--- config.mk ---
export PLATFORM = sky130hd
export DESIGN_NAME = alu8_acc_seq_flat
export DESIGN_NICKNAME = d
export VERILOG_FILES = /design/src/rtl/alu8_acc_seq_pkg.sv /design/src/rtl/alu8_acc_seq_if.sv /design/src/rtl/alu8_acc_seq_alu8.sv /design/src/rtl/alu8_acc_seq.sv /design/src/flat_wrapper.sv
export SDC_FILE = /design/constraint.sdc
export NUM_CORES = 1
export LEC_CHECK = 0
export CORE_UTILIZATION = 57
export CTS_BUF_LIST = sky130_fd_sc_hd__clkbuf_16
export DETAILED_ROUTE_END_ITERATION = 10
export GPL_TIMING_DRIVEN = 0
export PLACE_DENSITY = 0.88
export SYNTH_ARGS = -nofsm -noshare
export SYNTH_HDL_FRONTEND = slang
export SYNTH_SLANG_ARGS = --single-unit
export TNS_END_PERCENT = 1
--- constraint.sdc ---
create_clock -name clk -period 7.1 [get_ports clk]
set_clock_uncertainty 0.15 [all_clocks]
set_input_delay 1.42 -clock clk [delete_from_list [all_inputs] [get_ports clk]]
set_output_delay 1.42 -clock clk [all_outputs]
set_load 0.01 [all_outputs]
--- src/rtl/alu8_acc_seq_pkg.sv ---
// Shared definitions for the accumulator sequencer and its ALU.
// Latency: n/a (types and constants only).
// Backpressure: n/a.
package alu8_acc_seq_pkg;

    localparam int WIDTH = 8;
    localparam int CNT_W = 3;

    localparam logic [2:0] OP_ADD = 3'b000;
    localparam logic [2:0] OP_SUB = 3'b001;
    localparam logic [2:0] OP_AND = 3'b010;
    localparam logic [2:0] OP_OR  = 3'b011;
    localparam logic [2:0] OP_XOR = 3'b100;
    localparam logic [2:0] OP_NOT = 3'b101;
    localparam logic [2:0] OP_SHR = 3'b110;
    localparam logic [2:0] OP_SHL = 3'b111;

    typedef enum logic [1:0] {
        IDLE = 2'd0,
        EXEC = 2'd1,
        HOLD = 2'd2
    } state_t;

    typedef struct packed {
        logic c;
        logic v;
        logic n;
        logic z;
    } flags_t;

    // Only the two shift ops honour the repeat count.
    function automatic logic is_shift(input logic [2:0] op);
        return (op == OP_SHR) || (op == OP_SHL);
    endfunction

endpackage

--- src/rtl/alu8_acc_seq_if.sv ---
// Command and result ports of the accumulator sequencer.
// Latency: n/a (wiring only).
// Backpressure: cmd side via cmd_ready, result side via res_ready.
interface alu8_acc_seq_if;
    import alu8_acc_seq_pkg::*;

    logic             cmd_valid;
    logic             cmd_ready;
    logic             cmd_load;
    logic [2:0]       cmd_op;
    logic [WIDTH-1:0] cmd_data;
    logic [CNT_W-1:0] cmd_cnt;
    logic             res_valid;
    logic             res_ready;
    logic [WIDTH-1:0] res_data;
    logic             flag_c;
    logic             flag_v;
    logic             flag_n;
    logic             flag_z;
    logic             busy;

    modport master (
        output cmd_valid, cmd_load, cmd_op, cmd_data, cmd_cnt, res_ready,
        input  cmd_ready, res_valid, res_data, flag_c, flag_v, flag_n, flag_z, busy
    );

    modport slave (
        input  cmd_valid, cmd_load, cmd_op, cmd_data, cmd_cnt, res_ready,
        output cmd_ready, res_valid, res_data, flag_c, flag_v, flag_n, flag_z, busy
    );

endinterface

--- src/rtl/alu8_acc_seq_alu8.sv ---
// Combinational 8-bit ALU: add/sub/logic/not/single-bit shifts.
// Latency: 0 cycles (pure combinational).
// Backpressure: none.
module alu8
    import alu8_acc_seq_pkg::*;
(
    input  logic [WIDTH-1:0] a,
    input  logic [WIDTH-1:0] b,
    input  logic [2:0]       op,
    output logic [WIDTH-1:0] z,
    output logic             cout,
    output logic             ov,
    output logic             sign
);

    logic [WIDTH:0] sum9;
    logic [WIDTH:0] diff9;

    // Result and carry/overflow selection per opcode; logic ops clear C and V.
    always_comb begin
        sum9  = {1'b0, a} + {1'b0, b};
        diff9 = {1'b0, a} - {1'b0, b};
        z     = '0;
        cout  = 1'b0;
        ov    = 1'b0;
        case (op)
            OP_ADD: begin
                z    = sum9[WIDTH-1:0];
                cout = sum9[WIDTH];
                ov   = (a[WIDTH-1] == b[WIDTH-1]) && (sum9[WIDTH-1] != a[WIDTH-1]);
            end
            OP_SUB: begin
                z    = diff9[WIDTH-1:0];
                cout = diff9[WIDTH];
                ov   = (a[WIDTH-1] != b[WIDTH-1]) && (diff9[WIDTH-1] != a[WIDTH-1]);
            end
            OP_AND:  z = a & b;
            OP_OR:   z = a | b;
            OP_XOR:  z = a ^ b;
            OP_NOT:  z = ~a;
            OP_SHR:  z = a >> 1;
            OP_SHL:  z = a << 1;
            default: z = '0;
        endcase
    end

    assign sign = z[WIDTH-1];

endmodule

--- src/rtl/alu8_acc_seq.sv ---
// Accumulator command sequencer feeding alu8 and writing its result back.
// Latency: load 1 cycle, ALU op 2 cycles, shift with count k takes k+2 cycles to res_valid.
// Backpressure: result held in HOLD until res_ready; cmd_ready only asserted in IDLE.
module alu8_acc_seq
    import alu8_acc_seq_pkg::*;
(
    input  logic          clk,
    input  logic          rst,
    alu8_acc_seq_if.slave bus
);

    state_t           state;
    logic [WIDTH-1:0] acc;
    logic [CNT_W-1:0] iter;
    logic [2:0]       op_q;
    logic [WIDTH-1:0] b_q;
    flags_t           flags;
    logic             cmd_ready;
    logic             res_valid;
    logic             busy;

    logic [WIDTH-1:0] alu_z;
    logic             alu_cout;
    logic             alu_ov;

    alu8 u_alu (
        .a    (acc),
        .b    (b_q),
        .op   (op_q),
        .z    (alu_z),
        .cout (alu_cout),
        .ov   (alu_ov),
        .sign ()
    );

    // Sequencer FSM: accept, iterate the ALU into acc, then hold the result until taken.
    always_ff @(posedge clk) begin
        if (rst) begin
            state     <= IDLE;
            acc       <= '0;
            iter      <= '0;
            op_q      <= OP_ADD;
            b_q       <= '0;
            flags     <= '{c: 1'b0, v: 1'b0, n: 1'b0, z: 1'b1};
            cmd_ready <= 1'b1;
            res_valid <= 1'b0;
            busy      <= 1'b0;
        end else begin
            case (state)
                IDLE: begin
                    if (bus.cmd_valid) begin
                        cmd_ready <= 1'b0;
                        busy      <= 1'b1;
                        if (bus.cmd_load) begin
                            acc       <= bus.cmd_data;
                            flags     <= '{c: 1'b0, v: 1'b0,
                                           n: bus.cmd_data[WIDTH-1],
                                           z: (bus.cmd_data == '0)};
                            res_valid <= 1'b1;
                            state     <= HOLD;
                        end else begin
                            op_q  <= bus.cmd_op;
                            b_q   <= bus.cmd_data;
                            iter  <= is_shift(bus.cmd_op) ? bus.cmd_cnt : '0;
                            state <= EXEC;
                        end
                    end
                end
                EXEC: begin
                    acc <= alu_z;
                    // Flags reflect only the final iteration of a repeated shift.
                    if (iter == '0) begin
                        flags     <= '{c: alu_cout, v: alu_ov,
                                       n: alu_z[WIDTH-1], z: (alu_z == '0)};
                        res_valid <= 1'b1;
                        state     <= HOLD;
                    end else begin
                        iter <= iter - 1'b1;
                    end
                end
                HOLD: begin
                    if (bus.res_ready) begin
                        res_valid <= 1'b0;
                        cmd_ready <= 1'b1;
                        busy      <= 1'b0;
                        state     <= IDLE;
                    end
                end
                default: begin
                    res_valid <= 1'b0;
                    cmd_ready <= 1'b1;
                    busy      <= 1'b0;
                    state     <= IDLE;
                end
            endcase
        end
    end

    assign bus.cmd_ready = cmd_ready;
    assign bus.res_valid = res_valid;
    assign bus.res_data  = acc;
    assign bus.flag_c    = flags.c;
    assign bus.flag_v    = flags.v;
    assign bus.flag_n    = flags.n;
    assign bus.flag_z    = flags.z;
    assign bus.busy      = busy;

endmodule
--- src/flat_wrapper.sv ---
// flat-port wrapper written by rule: the top's interface ports become plain ports
module alu8_acc_seq_flat import alu8_acc_seq_pkg::*;
  (clk, rst, bus_cmd_valid, bus_cmd_load, bus_cmd_op, bus_cmd_data, bus_cmd_cnt, bus_res_ready, bus_cmd_ready, bus_res_valid, bus_res_data, bus_flag_c, bus_flag_v, bus_flag_n, bus_flag_z, bus_busy);
  alu8_acc_seq_if bus_i ();
  input  logic clk;
  input  logic rst;
  input wire logic [$bits(bus_i.cmd_valid)-1:0] bus_cmd_valid;
  input wire logic [$bits(bus_i.cmd_load)-1:0] bus_cmd_load;
  input wire logic [$bits(bus_i.cmd_op)-1:0] bus_cmd_op;
  input wire logic [$bits(bus_i.cmd_data)-1:0] bus_cmd_data;
  input wire logic [$bits(bus_i.cmd_cnt)-1:0] bus_cmd_cnt;
  input wire logic [$bits(bus_i.res_ready)-1:0] bus_res_ready;
  output wire logic [$bits(bus_i.cmd_ready)-1:0] bus_cmd_ready;
  output wire logic [$bits(bus_i.res_valid)-1:0] bus_res_valid;
  output wire logic [$bits(bus_i.res_data)-1:0] bus_res_data;
  output wire logic [$bits(bus_i.flag_c)-1:0] bus_flag_c;
  output wire logic [$bits(bus_i.flag_v)-1:0] bus_flag_v;
  output wire logic [$bits(bus_i.flag_n)-1:0] bus_flag_n;
  output wire logic [$bits(bus_i.flag_z)-1:0] bus_flag_z;
  output wire logic [$bits(bus_i.busy)-1:0] bus_busy;
  assign bus_i.cmd_valid = bus_cmd_valid;
  assign bus_i.cmd_load = bus_cmd_load;
  assign bus_i.cmd_op = bus_cmd_op;
  assign bus_i.cmd_data = bus_cmd_data;
  assign bus_i.cmd_cnt = bus_cmd_cnt;
  assign bus_i.res_ready = bus_res_ready;
  assign bus_cmd_ready = bus_i.cmd_ready;
  assign bus_res_valid = bus_i.res_valid;
  assign bus_res_data = bus_i.res_data;
  assign bus_flag_c = bus_i.flag_c;
  assign bus_flag_v = bus_i.flag_v;
  assign bus_flag_n = bus_i.flag_n;
  assign bus_flag_z = bus_i.flag_z;
  assign bus_busy = bus_i.busy;
  alu8_acc_seq u_core (.clk(clk), .rst(rst), .bus(bus_i));
endmodule
==> impl_metrics.ini <==
[timing]
setup_viol = 0
rsz0062_at_grt = false
totalNegativeSetupSlack_ns = 0
final-hold-violation-count = 0
tightestPinTransition_ns = 0.650
max_slew_margin_pct = 56.7
period_share_pct = 54.0
fmax_mhz = 261
fin_crit_ns = 3.83
maxSlewViolCount = 0

[synth]
avgSynthCellArea_um2 = 7.21
synthDistinctLibCells = 59
ys_warn_count = 0
ys_ff_latch = 31
ys_seq_area_share_pct = 22.7
synth_nets = 426
syn_inst = 379
synth_ff_type = dfxtp_1
synth-edff-count = 0
syn_area_mm2 = 0.00273
synth-async-reset-ratio_pct = 0

[finish]
drive_gt1_share_pct = 5.00
final_area_mm2 = 0.00326
fin_util_pct = 72.9
layout_common_cells = nor2_1 (49), nand2_1 (48), a21oi_1 (35), clkdlybuf4s50_1 (33), inv_1 (32)
mostFrequentLayoutCell = nor2_1
syn_to_final_growth_pct = 19.5
nNetsFinal = 466
antennaDiodeCount = 0

[clock_tree]
ctsResizeCount = 0
cts_setup_buffers = 0
clockBufferDepth = 2
clk_pin_slew_ns = 0.05
clock_latency_ns = 0.27
cts.sinks = 31
cts_root_buf = clkbuf_16
h-tree-depth = 2
ctsHoldBuffers = 0
cts_tree = done
cts_buffers = 5

[worst_setup_path]
r2r-end = u_core.bus.flag_n$_SDFFE_PP0P_
worstPathArrival_ns = 3.84
crit_fanout = 9
r2r-start = u_core.bus.res_data[1]$_SDFFE_PP0P_
cp.required_ns = 7.10
rr_worst_depth = 10
path_class = in -> reg
start_kind = input pin
end_kind = flop
reg2reg_slack_ns = 3.66

[drt]
drt-wirelength-per-cell_um = 16.5
firstDrtPassIters = 6
wl_um = 7800
drc = 0
ant_nets = 0
dr_total_vias = 2986
viasPerCell = 6.33
drt-initial-drc-count = 324

[global_routing]
antenna_found_initial = 0
grt_usage_pct = 32.0
grt_max_degree = 11
grt.overflow.total = 0
grt_pass1_wl_um = 12800
grt_pass1_vias = 2791

[power]
p_per_area_mw_per_mm2 = 235
leakage_uw = 0.00126
peakVddDrop_mv = 0.254

[place]
place_area_mm2 = 0.00313
dp_hpwl_um = 5820
place_congestion = 0.964
port_buffers = 33

[die]
fp.dieArea_mm2 = 0.00507
chipHeight_um = 71.2
die_x_um = 71.2
pin_count = 34
core_mm2 = 0.00447
core.rowCount = 24
initial_core_util_pct = 61.0

[flow_run]
max-cap-violations = 0

[hold_path]
worstHoldPathCells = 2
worstHoldStart = u_core.b_q[4]$_SDFFE_PP0P_
hold_end = u_core.b_q[4]$_SDFFE_PP0P_
min_path_type = reg -> reg

[status]
status = finished clean
-- Yosys cell counts, drive strengths merged, types with 2 or more instances --
cell type  count  area, µm²
nor2          49        184
nand2         48        180
a21oi         35        175
inv           32        120
dfxtp         31        621
ha            26        325
o21ai         23        115
clkbuf        15       56.3
nor3          12       60.1
buf            9       47.5
nand2b         9       56.3
a211oi         7       52.6
nor2b          7       43.8
a311oi         6       52.6
a22o           5       43.8
xnor2          5       43.8
a221oi         4       35.0
mux2i          4       40.0
o211ai         4       30.0
a31oi          3       18.8
o21bai         3       22.5
or2            3       18.8
a211o          2       18.8
a22oi          2       15.0
a32o           2       20.0
a32oi          2       17.5
and3           2       12.5
fa             2       40.0
mux4           2       45.0
nand3          2       10.0
nand4          2       18.8
o22ai          2       12.5
o31ai          2       20.0
-- how the worst max path moves through the flow --
stage                      start                              to  slack [ns]  cells after the start
floorplan           bus_cmd_load  u_core.bus.flag_z$_SDFFE_PP1P_        4.10                      8
global placement    bus_cmd_load  u_core.bus.flag_z$_SDFFE_PP1P_        3.13                      9
global route        bus_cmd_load  u_core.bus.flag_z$_SDFFE_PP1P_        3.22                      9
finish              bus_cmd_load  u_core.bus.flag_z$_SDFFE_PP1P_        3.27                      9
CTS                 bus_cmd_load  u_core.bus.flag_z$_SDFFE_PP1P_        3.38                      9
detailed placement  bus_cmd_load  u_core.bus.flag_z$_SDFFE_PP1P_        3.13                      9
-- critical path: stages --
cell             delay, ns
clkdlybuf4s50_1       0.52
a21oi_1               0.10
or2_2                 0.28
clkbuf_1              0.21
a21oi_1               0.57
o41ai_1               0.25
nor2_1                0.24
o31ai_2               0.11
o311a_1               0.14
-- sequential cells by signal, indices dropped and copies added, names as in the netlist --
name	count
u_core.bus.flag_n	1
u_core.iter	3
u_core.bus.flag_v	1
u_core.bus.busy	1
u_core.bus.res_valid	1
u_core.op_q	3
u_core.bus.res_data	8
u_core.state	2
u_core.b_q	8
u_core.bus.flag_c	1
u_core.bus.cmd_ready	1
u_core.bus.flag_z	1
-- metal layers --
| layer | up-vias | share of wire (%) | track usage [%] |
|---|---|---|---|
| li1 | 1410 | - | - |
| met1 | 1372 | 41 | 40.3 |
| met2 | 172 | 49 | 55.8 |
| met3 | 32 | 7.3 | 3.80 |
| met4 | 0 | 2.9 | 12.7 |
| met5 | - | 0 | 0 |
-- layout make-up --
cell class	count	area, µm²
multi-input combinational	292	1890
timing repair buffer	33	330
buffer	24	104
clock buffer	5	125
clock inverter	3	11.3
inverter	32	120
fill	336	1210
sequential	31	621
tap	52	65.1
-- where the power goes --
group | internal [µW] | switching [µW] | total [µW]
Combinational | 144 | 199 | 344
Clock | 126 | 72.0 | 198
Sequential | 197 | 29.7 | 226
-- logic make-up (layout without fill, tap and decap cells) --
logic type | after synthesis | after routing | synth area share [%]
AOI/OAI and AO/OA | 113 | 113 | 27.7
and+or+nand+nor | 138 | 138 | 22.4
buffers and inverters | 56 | 97 | 8.20
muxes | 7 | 7 | 3.66
xor gates and xnor gates | 6 | 6 | 1.92
DFF | 31 | 31 | 22.7
adders and majority gates | 28 | 28 | 13.4
-- metrics by stage --
stage               std cells  power [µW]  hold WS, ns  setup slack, ns
floorplan                 379         453        0.299             4.10
global placement          464         549        0.290             3.13
detailed placement        464         560        0.292             3.13
CTS                       472         758        0.331             3.38
global route              472         814        0.355             3.22
finish                    472         768        0.329             3.27
(Power assumes the default switching activity.)
